File: src/rtl/arb8_rr_controller_if.sv
// arb8_rr_controller_if: request/grant bundle between 8 requesters and the arbiter
//   req       : requester -> arbiter, bit i = requester i
//   gnt       : arbiter -> requester, one-hot grant (zero when idle)
//   gnt_idx   : arbiter -> requester, binary index of the granted requester
//   gnt_valid : arbiter -> requester, OR of gnt
//   preempt   : arbiter -> requester, one-cycle pulse when a grant moves on timeout
interface arb8_rr_controller_if;
    logic [7:0] req;
    logic [7:0] gnt;
    logic [2:0] gnt_idx;
    logic       gnt_valid;
    logic       preempt;
    modport master (output req, input gnt, gnt_idx, gnt_valid, preempt);
    modport slave (input req, output gnt, gnt_idx, gnt_valid, preempt);
endinterface

File: src/rtl/arb8_rr_controller.sv
// arb8_rr_controller: 8-way arbiter with registered one-hot grant and hold timeout
//   clk   : rising-edge clock
//   rst_n : asynchronous active-low reset
//   bus   : slave side of arb8_rr_controller_if (req in; gnt/gnt_idx/gnt_valid/preempt out)
// Selection is fixed priority (index 7 highest) unless ARB_RR_EN is defined,
// which enables round-robin search starting after the last winner.
module arb8_rr_controller #(
    parameter int MAX_HOLD = 16,
    parameter int CNT_W    = 5
) (
    input logic                 clk,
    input logic                 rst_n,
    arb8_rr_controller_if.slave bus
);
    typedef enum logic {IDLE, GRANT} state_t;

    state_t             state_q, state_d;
    logic [7:0]         gnt_q, gnt_d;
    logic [2:0]         idx_q, idx_d;
    logic               valid_q, valid_d;
    logic               preempt_q, preempt_d;
    logic [CNT_W-1:0]   cnt_q, cnt_d;
    logic               owner_req, others, at_limit, timeout, arb;
    logic [7:0]         masked;
    logic [2:0]         win;

`ifdef ARB_RR_EN
    logic [2:0] last_q, last_d;

    // First set bit searching upward from last+1, wrapping modulo 8.
    function automatic logic [2:0] pick_rr(input logic [7:0] r, input logic [2:0] last);
        logic       found;
        logic [2:0] j;
        pick_rr = '0;
        found   = 1'b0;
        for (int i = 1; i <= 8; i++) begin
            j = 3'(32'(last) + i);
            if (!found && r[j]) begin
                pick_rr = j;
                found   = 1'b1;
            end
        end
    endfunction
`else
    function automatic logic [2:0] pick_fixed(input logic [7:0] r);
        pick_fixed = '0;
        for (int i = 0; i < 8; i++)
            if (r[i]) pick_fixed = 3'(i);
    endfunction
`endif

    always_comb begin
        owner_req = |(bus.req & gnt_q);
        others    = |(bus.req & ~gnt_q);
        at_limit  = (MAX_HOLD != 0) && (cnt_q == CNT_W'(MAX_HOLD - 1));
        // Release wins over timeout: a dropped owner simply hands off without preempt.
        timeout   = (state_q == GRANT) && owner_req && at_limit && others;
        masked    = timeout ? (bus.req & ~gnt_q) : bus.req;
`ifdef ARB_RR_EN
        win       = pick_rr(masked, last_q);
`else
        win       = pick_fixed(masked);
`endif
        arb       = (state_q == IDLE) || !owner_req || timeout;
        state_d   = state_q;
        gnt_d     = gnt_q;
        idx_d     = idx_q;
        cnt_d     = cnt_q;
        preempt_d = 1'b0;
`ifdef ARB_RR_EN
        last_d    = last_q;
`endif
        if (arb) begin
            cnt_d = '0;
            if (|masked) begin
                state_d   = GRANT;
                gnt_d     = 8'b1 << win;
                idx_d     = win;
                preempt_d = timeout;
`ifdef ARB_RR_EN
                last_d    = win;
`endif
            end else begin
                state_d = IDLE;
                gnt_d   = '0;
                idx_d   = '0;
            end
        end else if (at_limit) begin
            // Sole requester at the limit keeps the grant; restart the hold window.
            cnt_d = '0;
        end else begin
            cnt_d = (cnt_q == CNT_W'(MAX_HOLD)) ? cnt_q : cnt_q + CNT_W'(1);
        end
        valid_d = |gnt_d;
    end

    always_ff @(posedge clk or negedge rst_n) begin
        if (!rst_n) begin
            state_q   <= IDLE;
            gnt_q     <= '0;
            idx_q     <= '0;
            valid_q   <= 1'b0;
            preempt_q <= 1'b0;
            cnt_q     <= '0;
`ifdef ARB_RR_EN
            last_q    <= 3'd7;
`endif
        end else begin
            state_q   <= state_d;
            gnt_q     <= gnt_d;
            idx_q     <= idx_d;
            valid_q   <= valid_d;
            preempt_q <= preempt_d;
            cnt_q     <= cnt_d;
`ifdef ARB_RR_EN
            last_q    <= last_d;
`endif
        end
    end

    assign bus.gnt       = gnt_q;
    assign bus.gnt_idx   = idx_q;
    assign bus.gnt_valid = valid_q;
    assign bus.preempt   = preempt_q;
endmodule

File: src/flat_wrapper.sv
// flat-port wrapper written by rule: the top's interface ports become plain ports
module arb8_rr_controller_flat 
#(
    parameter int MAX_HOLD = 16,
    parameter int CNT_W    = 5
)
  (clk, rst_n, bus_req, bus_gnt, bus_gnt_idx, bus_gnt_valid, bus_preempt);
  arb8_rr_controller_if bus_i ();
  input logic clk;
  input logic rst_n;
  input wire logic [$bits(bus_i.req)-1:0] bus_req;
  output wire logic [$bits(bus_i.gnt)-1:0] bus_gnt;
  output wire logic [$bits(bus_i.gnt_idx)-1:0] bus_gnt_idx;
  output wire logic [$bits(bus_i.gnt_valid)-1:0] bus_gnt_valid;
  output wire logic [$bits(bus_i.preempt)-1:0] bus_preempt;
  assign bus_i.req = bus_req;
  assign bus_gnt = bus_i.gnt;
  assign bus_gnt_idx = bus_i.gnt_idx;
  assign bus_gnt_valid = bus_i.gnt_valid;
  assign bus_preempt = bus_i.preempt;
  arb8_rr_controller #(.MAX_HOLD(MAX_HOLD), .CNT_W(CNT_W)) u_core (.clk(clk), .rst_n(rst_n), .bus(bus_i));
endmodule
File: config.mk
export PLATFORM = sky130hd
export DESIGN_NAME = arb8_rr_controller_flat
export DESIGN_NICKNAME = d
export VERILOG_FILES = /design/src/rtl/arb8_rr_controller_if.sv /design/src/rtl/arb8_rr_controller.sv /design/src/flat_wrapper.sv
export SDC_FILE = /design/constraint.sdc
export NUM_CORES = 1
export LEC_CHECK = 0
export BUFFER_PORTS_ARGS = -buffer_cell sky130_fd_sc_hd__buf_2
export CAP_MARGIN = 20
export CORE_UTILIZATION = 42
export DETAILED_ROUTE_END_ITERATION = 10
export HOLD_SLACK_MARGIN = 0.15
export PLACE_DENSITY = 0.76
export SLEW_MARGIN = 20
export SYNTH_ARGS = -nofsm -noshare
export SYNTH_HDL_FRONTEND = slang
export SYNTH_SLANG_ARGS = --single-unit
File: constraint.sdc
create_clock -name clk -period 2.6 [get_ports clk]
set_clock_uncertainty 0.1 [all_clocks]
set_input_delay 0.13 -clock clk [delete_from_list [all_inputs] [get_ports clk]]
set_output_delay 0.13 -clock clk [all_outputs]
set_load 0.05 [all_outputs]
==> results by stage, run 1 <==
Outcome:
- The flow ran to the end, and the final reports show no timing, DRC or antenna violations.

Synthesis:
- For this run, the number of Yosys warnings is 0.
- The average footprint of a synthesized cell is 10.0 µm².
- In the synthesized netlist the dominant register cell turns out to be sky130_fd_sc_hd__dfrtp_1.
- Synthesis produced a netlist with a net count of 124.
- The number of flops mapped to enable cells by yosys is 0.
- The netlist area before placement is 1120 µm².
- Synthesis inferred 19 register bits.
- The number of cells produced by synthesis is 112.
- The distinct cell type count after synthesis is 40.
- The sequential-to-total area share from yosys stat is 0.423.
- For this run, asynchronously set or reset flops after synthesis account for 1.00.

Detailed routing:
- The DRC marker count from the first detailed-route iteration is 25.
- The final routed DRC violation total is 0.
- The detailed-routing iteration count for the pre-antenna-repair pass is 4.
- The total vias in the final route is 958.
- The aggregate routed wire length is 2510 µm.
- The number of routed nets with antenna violations is 0.
- The routed length per placed instance is 14.7 µm.
- Dividing the detail-routed via count by the number of cells gives 5.60.

Power:
- In this run the static leakage power is 0.574 nW.
- The power density relative to cell area is 748 nW/µm².
- The maximum resistive drop on vdd is 0.560 mV.

Die:
- In this run the core area contains 18 standard-cell rows.
- 23 I/O pins were placed.
- The floorplan step set the die width to 53.7 µm.
- The starting utilization of the core area is 0.449.
- The region available for standard cell placement spans 2500 µm².
- The full die area is 2890 µm².
- The floorplan step set the die height to 53.7 µm.

Finish:
- At the end of the flow, the number of nets in the layout was 154.
- 0 antenna diodes ended up in the layout.
- The share of cells above drive strength 1 is 0.298.
- The area growth from synthesis to final layout is 20.6%.
- The number of fillers in the final layout is 228.

Critical path:
- Data arrives at the worst endpoint at 2.62 ns.
- The required time of the critical path is 2.74 ns.
- The kind of start point of the critical path is an input port.
- Of all nets on the critical path, the largest fanout is 8.
- The worst setup path is captured at a flop.
- Across all register-to-register paths, the minimum setup slack is 0.12 ns.
- The setup path with the least slack is of type in2reg.

Timing:
- The final number of hold-violating endpoints is 0.
- The maximum achievable frequency is 402 MHz.
- The count of final setup violators is 0.
- The final period demand of the worst path is 2.49 ns.
- The final worst-path cycle share is 0.957.
- For the pin with the worst max-slew slack, the measured transition is 0.631 ns.
- Setup repair after global routing could not meet its margin everywhere.
- Setup total negative slack on the finished layout was measured at 0 ns.
- The tightest hold margin is 0.188 ns.
- The number of pins with negative max-slew slack in the final report was 0.
- The worst-case headroom to the max-slew limit is 0.574.

CTS:
- Post-CTS timing repair inserted 0 buffers for setup.
- The clock tree from TritonCTS is done.
- The latest clock arrival within the worst-skew pair is 0.30 ns.
- The depth of the CTS H-tree is 1.
- After clock tree synthesis, the clock-pin slew on the worst setup and hold paths is 0.12 ns.
- The number of buffers created by CTS is 3.
- The worst-case clock buffer depth is 2.
- The root buffer cell chosen for the clock tree is sky130_fd_sc_hd__clkbuf_4.
- The tree built by TritonCTS fans out to 19 sinks.

GRT:
- The initial antenna violation count is 0.
- The wire length of the first global-routing pass is 4020 µm.
- After global routing the overflow that remains totals 0.
- For this run, the total global-route usage over all layers was measured as 0.192.
- The via count of the first global-routing pass is 897.
- Entering global routing, the biggest net connects 20 pins.

Flow run:
- The tool flagged a number of max-cap violations equal to 0.

Hold path:
- The path class of the tightest hold or removal check is in2async.

Placed design:
- Summed over all nets, the half-perimeter wirelength after detailed placement is 1890 µm.
- The number of port buffers is 22.
- The routability congestion estimate from global placement is 0.881.
state kept, by name, indices dropped and copies added, names as in the netlist:
| signal | cells |
|---|---|
| u_core.bus.gnt | 8 |
| u_core.bus.gnt_idx | 3 |
| u_core.bus.gnt_valid | 1 |
| u_core.bus.preempt | 1 |
| u_core.cnt_q | 5 |
| u_core.state_q | 1 |
placed cells by master, fill, tap and decap left out, drive strengths merged:
cell / n
a32o: 1
or4b: 1
and3: 1
and2: 1
a2bb2oi: 1
o211ai: 2
o21a: 1
buf: 20
a41oi: 1
dfrtp: 19
o31a: 1
ha: 2
o41ai: 1
nand3: 7
o21ai: 15
a21oi: 1
nand2b: 1
xnor2: 1
dlygate4sd3: 7
o31ai: 1
a22o: 2
mux2: 2
clkbuf: 4
nor2b: 6
nand4: 1
nor4bb: 1
nor2: 3
inv: 9
a21boi: 4
a22oi: 4
nor3b: 1
nor3: 3
a2111o: 2
xor2: 1
nand2: 13
layer usage:
metal  GRT usage  vias to the layer above  part of all wire
met3      0.0311                        2             0.037
li1            -                      470                 -
met5           0                        -                 0
met2       0.313                       25              0.48
met1       0.257                      461              0.48
met4      0.0614                        0            0.0052
cell type report:
class | instances | area [µm²] | area share
multi-input cells | 82 | 612 | 0.452
flip-flops and latches | 19 | 475 | 0.351
repair buffers | 27 | 170 | 0.126
well taps | 30 | 37.5 | 0.0277
inverters | 9 | 33.8 | 0.0249
clock buffers | 4 | 26.3 | 0.0194
where the power goes:
group          switching, mW  internal [mW]
combinational          0.320          0.143
sequential            0.0547          0.346
clock                 0.0912         0.0596
total                  0.466          0.548
cell families (layout without fill, tap and decap cells):
logic type      Yosys count  count (layout)  synth area share
fa+ha+maj                 2               2            0.0223
compound gates           37              37             0.291
xor+xnor                  2               2            0.0156
flops                    19              19             0.423
buf+inv                  11              40            0.0390
mux                       2               2            0.0200
simple gates             39              39             0.189
worst max-delay path, cell delays in order:
cell and delay [ns]:
sky130_fd_sc_hd__dlygate4sd3_1 0.53, sky130_fd_sc_hd__buf_2 0.13, sky130_fd_sc_hd__a22oi_1 0.11, sky130_fd_sc_hd__a41oi_4 0.37, sky130_fd_sc_hd__o211ai_4 0.16, sky130_fd_sc_hd__o21ai_0 0.33
sky130_fd_sc_hd__nand4_2 0.20, sky130_fd_sc_hd__or4b_4 0.53, sky130_fd_sc_hd__o21ai_2 0.12
Yosys cell counts, drive strengths merged, types with 2 or more instances:
master  count  area (µm²)
buf         2        10.0
a21boi      4        33.8
a2111o      2        22.5
nor2        3        11.3
mux2        2        22.5
a22oi       4        35.0
ha          2        25.0
o211ai      2        33.8
nand3       7        35.0
a22o        2        17.5
inv         9        33.8
nor2b       6        37.5
o21ai      15        82.6
nand2      13        48.8
dfrtp      19         475
nor3        3        15.0
metrics by stage:
step,power (mW),area [µm²],setup slack (ns),utilization,std cells
after global placement,0.846,1260,0.0992,0.505,162
after floorplan,0.758,1120,0.0156,-,112
after global routing,1.08,1360,-0.0432,0.542,171
final,1.01,1360,0.113,0.542,171
after detailed placement,0.859,1260,0.0377,0.505,162
after CTS,1.02,1350,0.0245,0.539,172
final timing paths:
path | end | from | depth (start not counted)
hold / removal | u_core.bus.gnt[1]$_DFF_PN0_ | rst_n | 2
max in group asynchronous | u_core.bus.gnt[5]$_DFF_PN0_ | rst_n | 2
hold reg to reg | u_core.bus.gnt_idx[0]$_DFFE_PN0N_ | u_core.bus.gnt_idx[0]$_DFFE_PN0N_ | 1
setup / recovery | u_core.bus.gnt[0]$_DFF_PN0_ | bus_req[0] | 9
setup reg to reg | u_core.bus.gnt[0]$_DFF_PN0_ | u_core.bus.gnt[2]$_DFF_PN0_ | 7
min in group clk | u_core.state_q$_DFFE_PN0N_ | bus_req[1] | 4
repair_timing:
action | in CTS | in global routing
setup endpoints to repair | 0 | 3
resized for setup | 0 | 3
hold endpoints to repair | 24 | 1
hold buffers | 6 | 1
Note: power is estimated with default switching activity, not from simulation.
==> run 2, diff against run 1 <==
Settings changed: CORE_MARGIN set to 1.5.
==> results by stage, run 2 (synthesis results as in run 1) <==
Flow run:
- Max-cap violations in this run came to 0.

CTS:
- The clock root buffer is sky130_fd_sc_hd__clkbuf_4.
- The total clock sinks is 19.
- Counting along the longest clock path gives a buffer depth of 2.
- For the worst-skew pair, the clock arrives at the later sink with an insertion delay of 0.30 ns.
- The clock transition at the register clock pins on the worst setup and hold paths after CTS is 0.12 ns.
- Counting the buffers created by CTS gives 3.
- TritonCTS built the clock tree.
- In this run the number of H-tree levels came out at 1.

Timing:
- The number of pins with negative max-slew slack in the final report is 0.
- Headroom to the max-slew limit came out at 0.496.
- The final number of hold-violating endpoints came to 0.
- The worst path meets setup with 0.106 ns of slack.
- The setup total negative slack is 0 ns.
- Of the available clock period, the critical path in the final layout requires 0.959.
- The maximum achievable frequency is 401 MHz.
- Hold timing on the final database bottoms out at a slack of 0.175 ns.
- The slew at the pin closest to its max-slew limit is 0.745 ns.
- Setup violations remaining at the end of the flow were counted as 0.
- Counting I/O delays and the setup requirement, the final critical path takes 2.49 ns.

Critical path:
- The arrival time at the worst endpoint is 2.64 ns.
- STA classifies the critical path startpoint as an input port.
- The kind of end point of the critical path is a flop.
- The signal on the critical path passes through dlygate4sd3_1, buf_2, nor2b_1, a2111o_1, o211ai_4, o21ai_1, a21boi_1, or4b_4, o21ai_2.
- Together, buffers and inverters on the worst path number 2.
- The critical path start-end classification is in2reg.
- STA puts the critical path data required time at 2.74 ns.
- Among cell families on the critical path, the largest total delay comes from compound AO/OA/AOI/OAI gates.
- In this run the worst path has a maximum fanout of 5.
- The critical path's slowest cell is sky130_fd_sc_hd__dlygate4sd3_1.
- For this run, the slowest stage of the critical path takes 0.54 ns.

Detailed routing:
- Once detail routing completed, the nets flagged for antenna violations numbered 0.
- The final layout contains routed wiring with a total length of 2640 µm.
- The detailed-routing iteration count for the pre-antenna-repair pass is 4.
- After detailed routing, the number of vias per cell comes to 5.49.
- The DRC marker count from the first detailed-route iteration is 22.
- The final routed DRC violation total is 0.
- The total vias in the final route is 972.
- After detailed routing, the average wire length per cell comes to 14.9 µm.

Placed design:
- Detailed placement finished with a half-perimeter wire length of 1980 µm.
- The placed instances occupy a cell area of 1270 µm².
- The cell total after placement is 163.
- Routability-driven placement finished with a final weighted congestion of 0.881.
- The count of buffers added on input and output ports is 22.
- Timing analysis after detailed placement gives a worst setup slack of 0.0199 ns.

Outcome:
- The run finished with clean final reports.

Power:
- Across the VDD grid, the largest voltage drop is 0.496 mV.
- The total design power is 1.05 mW.
- The power density relative to cell area is 746 nW/µm².
- For this design the static power due to leakage is 0.601 nW.

Finish:
- The share of cells above drive strength 1 is 0.340.
- Compared with the post-synthesis result, the final layout area differs by 25.2%.
- After the flow finishes, the layout carries non-filler instances totaling 177.
- The flip-flop count of the largest register after layout is 8.
- Leaving out fill and tap cells, the most frequent cell in the layout is sky130_fd_sc_hd__buf_2.
- The net total in the final layout is 160.
- The library cells used most frequently in the layout, excluding fill and tap cells, are sky130_fd_sc_hd__buf_2 (22), sky130_fd_sc_hd__dfrtp_1 (19), sky130_fd_sc_hd__nand2_1 (13), sky130_fd_sc_hd__inv_1 (8).
- The finished cells cover 1410 µm².
- The end-of-flow core utilization is 0.563.
- The number of antenna cells inserted is 0.

GRT:
- The initial antenna violation count is 0.
- Entering global routing, the biggest net connects 20 pins.
- The leftover overflow at the end of global routing is 0.
- The combined global-route utilization of all metal layers is 0.203.
- The via count of the first global-routing pass was 964.
- The first global-routing pass estimated 4290 µm of wire.

Die:
- The starting utilization of the core area is 0.449.
- The number of placement rows is 18.
- The die is 54.7 µm wide.
- The number of top-level design ports is 23.
- The die covers 2990 µm².
- From bottom edge to top edge, the die measures 54.7 µm.
- The total area inside the core boundary comes to 2500 µm².

Hold path:
- The path class of the tightest hold or removal check is in2async.
==> run 2: changes by cell type in the layout (fill, tap and decap cells not counted) <==
cell / change
sky130_fd_sc_hd__buf_4: +4
sky130_fd_sc_hd__buf_2: +2
sky130_fd_sc_hd__nor2_1: -1
sky130_fd_sc_hd__nor2_4: +1
sky130_fd_sc_hd__o21ai_0: -1
sky130_fd_sc_hd__o21ai_2: +1
==> run 2: repair_timing <==
action | 4_1_cts | 5_1_grt
gates resized for setup | 0 | 7
buffers inserted | 0 | 3
hold endpoints to repair | 24 | 1
endpoints found under the setup margin | 0 | 3
hold buffers | 6 | 1
==> run 2: final timing paths <==
kind / start / endpoint / slack (ns) / depth (start not counted)
hold / removal: rst_n / u_core.bus.gnt[1]$_DFF_PN0_ / 0.18 / 2
setup reg to reg: u_core.bus.gnt[2]$_DFF_PN0_ / u_core.bus.gnt[1]$_DFF_PN0_ / 0.15 / 8
setup / recovery: bus_req[3] / u_core.bus.gnt[1]$_DFF_PN0_ / 0.11 / 9
max in group asynchronous: rst_n / u_core.bus.gnt[5]$_DFF_PN0_ / 1.91 / 2
hold reg to reg: u_core.bus.gnt_idx[2]$_DFFE_PN0N_ / u_core.bus.gnt_idx[2]$_DFFE_PN0N_ / 0.42 / 1
min in group clk: bus_req[1] / u_core.state_q$_DFFE_PN0N_ / 0.21 / 4
==> run 2: metal layers <==
metal / part of all wire / vias up / GRT usage / wire length [µm]
met2: 0.48 / 22 / 0.312 / 1280
li1: - / 476 / - / -
met1: 0.47 / 468 / 0.275 / 1230
met4: 0.015 / 0 / 0.104 / 40
met3: 0.034 / 6 / 0.0273 / 91
met5: 0 / - / 0 / 0
==> run 2: layout make-up <==
class | instances | area (µm²)
timing repair buffer | 33 | 210
tap | 30 | 37.5
sequential | 19 | 475
multi-input combinational | 82 | 623
fill | 211 | 1090
inverter | 9 | 33.8
clock buffer | 4 | 26.3
==> run 2: power by group <==
part / switching (mW) / total [mW] / leakage (nW) / internal, mW
logic: 0.330 / 0.495 / 0.349 / 0.165
registers: 0.0543 / 0.400 / 0.237 / 0.346
clock network: 0.0937 / 0.153 / 0.0150 / 0.0598
total: 0.478 / 1.05 / 0.601 / 0.571
==> run 3, diff against run 2 <==
Settings changed: CTS_BUF_LIST set to sky130_fd_sc_hd__clkbuf_16.
==> results by stage, run 3 (synthesis results as in run 1) <==
Detailed routing:
- The detailed-routing iteration count for the pre-antenna-repair pass is 4.
- After detailed routing, the number of remaining DRC violations is 0.
- The number of routed nets with antenna violations is 0.
- The DRC marker count from the first detailed-route iteration is 34.
- The detailed router placed 1003 vias in this run.
- The aggregate routed wire length is 2950 µm.
- In the final routed layout, each cell accounts on average for 16.4 µm.
- Dividing the detail-routed via count by the number of cells gives 5.57.

Finish:
- The area of the multi-input gates is 656 µm².
- The sequential cells in the finished layout cover a total of 475 µm².
- The top cell types in the final layout, fill and taps aside, are sky130_fd_sc_hd__buf_2 (21), sky130_fd_sc_hd__dfrtp_1 (19), sky130_fd_sc_hd__nand2_1 (13), sky130_fd_sc_hd__inv_1 (9), sky130_fd_sc_hd__buf_4 (8).
- The most common cell after layout, fill and taps aside is sky130_fd_sc_hd__buf_2.
- The register with the most flip-flops in the layout has 8 of them.
- The area growth from synthesis to final layout is 35.4%.
- The number of fillers in the final layout is 199.
- The final layout contains 163 nets.
- The number of standard cells in the final layout excluding fillers is 180.
- 0 antenna diodes ended up in the layout.
- The post-route cell area is 1520 µm².
- The share of cells above drive strength 1 is 0.367.

Critical path:
- The setup slack of the worst register-to-register path is 0.13 ns.
- The worst register-to-register path begins at u_core.bus.gnt[2]$_DFF_PN0_.
- The arrival time at the worst endpoint is 2.56 ns.
- In this run the worst setup path begins at bus_req[4].
- The largest individual stage delay along the critical path comes from the cell sky130_fd_sc_hd__dlygate4sd3_1.
- The endpoint of the worst-slack reg-to-reg timing path is u_core.bus.gnt_idx[1]$_DFFE_PN0N_.
- The critical path start-end classification is in2reg.
- The end point of the critical path is u_core.bus.gnt_idx[1]$_DFFE_PN0N_.
- The highest cell delay on the worst timing path is 0.52 ns.
- For the worst flop-to-flop path, the logic depth is 7.
- The kind of end point of the critical path is a flop.
- STA classifies the critical path startpoint as an input port.
- The biggest fanout along the worst timing path is 6.
- The signal on the critical path passes through dlygate4sd3_1, buf_2, nor2b_1, a2111o_1, o211ai_4, inv_4, a21boi_0, nor3_1, o31a_1.
- The required time of the critical path is 2.63 ns.

Power:
- The power density relative to cell area is 823 nW/µm².
- The design draws 1.25 mW.
- IR analysis of the VDD net gives a maximum drop of 0.539 mV.
- The static leakage is 0.665 nW.

GRT:
- In the global route stage, overall resource usage came out at 0.213.
- The via count of the first global-routing pass is 980.
- After global routing the overflow that remains totals 0.
- The largest net degree at the start of global routing is 20.
- The wire length of the first global-routing pass is 4480 µm.
- The initial antenna violation count is 0.

Timing:
- The final worst-path cycle share is 0.970.
- The final number of hold-violating endpoints is 0.
- Derived from the worst setup path, the maximum achievable clock frequency is 396 MHz.
- The count of final setup violators is 0.
- The number of pins with negative max-slew slack in the final report was 0.
- The slew at the pin closest to its max-slew limit is 0.748 ns.
- Headroom to the max-slew limit came out at 0.495.
- Subtracting the final worst setup slack from the clock period gives 2.52 ns.

Flow run:
- The tool flagged a number of max-cap violations equal to 0.

Placed design:
- The placement-stage cell area is 1270 µm².
- After detailed placement, the design holds a cell count of 163.
- The number of port buffers is 22.
- The congestion estimate from routability-driven global placement came to 0.881.
- The estimated wirelength of the detail-placed design is 1980 µm.

CTS:
- Clock-pin slew was measured on the worst setup and hold paths at 0.05 ns.
- Counting the buffers created by CTS gives 3.
- The clock root buffer is sky130_fd_sc_hd__clkbuf_16.
- TritonCTS built the clock tree.
- In this run the number of H-tree levels came out at 1.
- The clock drives 19 sinks.
- At the later pin of the worst-skew pair, clock insertion delay measures 0.25 ns.
- The worst-case clock buffer depth is 2.

Die:
- The number of top-level design ports is 23.
- Measured along the y axis, the die boundary spans 54.7 µm.
- For this configuration, the core starts out at a cell density of 0.449.
- The number of placement rows is 18.
- The area of the core is 2500 µm².
- From left edge to right edge, the die measures 54.7 µm.
- The floorplan step defined a die boundary enclosing 2990 µm².

Hold path:
- The class of the tightest hold or removal check is in2reg.

Outcome:
- The flow ran to the end, and the final reports show no timing, DRC or antenna violations.
-- run 3: final cells by class --
| type | instances | share of cell area |
|---|---|---|
| multi-input combinational | 82 | 0.431 |
| inverter | 9 | 0.0238 |
| sequential | 19 | 0.312 |
| tap | 30 | 0.0247 |
| timing repair buffer | 36 | 0.156 |
| clock buffer | 3 | 0.0493 |
| clock inverter | 1 | 0.00247 |
-- run 3: per-layer routing --
| layer | routed length [µm] | GRT usage | share of wire | vias up |
|---|---|---|---|---|
| li1 | - | - | - | 484 |
| met1 | 1290 | 0.283 | 0.44 | 481 |
| met2 | 1480 | 0.325 | 0.50 | 34 |
| met3 | 156 | 0.0410 | 0.053 | 4 |
| met4 | 29 | 0.113 | 0.0098 | 0 |
| met5 | 0 | 0 | 0 | - |
-- run 3: worst min-delay path by stage --
stage / startpoint / endpoint / cells after the start
after floorplan: rst_n / u_core.bus.gnt[0]$_DFF_PN0_ / 0
after global placement: rst_n / u_core.bus.gnt[1]$_DFF_PN0_ / 1
after detailed placement: rst_n / u_core.bus.gnt[1]$_DFF_PN0_ / 1
after CTS: bus_req[7] / u_core.bus.gnt[6]$_DFF_PN0_ / 3
after global routing: bus_req[7] / u_core.bus.gnt[6]$_DFF_PN0_ / 3
final: bus_req[7] / u_core.bus.gnt[6]$_DFF_PN0_ / 3
-- run 3: timing repair --
action,4_1_cts,5_1_grt
resized for setup,0,14
hold buffers,6,1
setup endpoints to repair,0,2
setup buffers,0,7
endpoints found under the hold margin,24,1
-- run 3: critical path, delay by kind of cell --
kind                   cells  cell delay, ns
AO/OA/AOI/OAI              4            1.38
buffers and inverters      3            0.77
AND/OR/NAND/NOR            2            0.26
-- run 3: through the flow --
stage / util / setup TNS [ns] / setup slack [ns] / hold WS (ns)
after floorplan: - / 0 / 0.0156 / -0.266
after detailed placement: 0.508 / 0 / 0.0199 / 0.00526
after global placement: 0.508 / 0 / 0.0874 / -0.0107
after CTS: 0.563 / 0 / 0.0115 / 0.165
final: 0.609 / 0 / 0.0773 / 0.162
after global routing: 0.609 / -0.00981 / -0.00981 / 0.196
-- run 3: where the power goes --
part | internal (mW) | switching, mW | leakage [nW]
Sequential | 0.347 | 0.0536 | 0.237
Clock | 0.205 | 0.112 | 0.0423
Combinational | 0.188 | 0.347 | 0.386
Total | 0.740 | 0.512 | 0.665
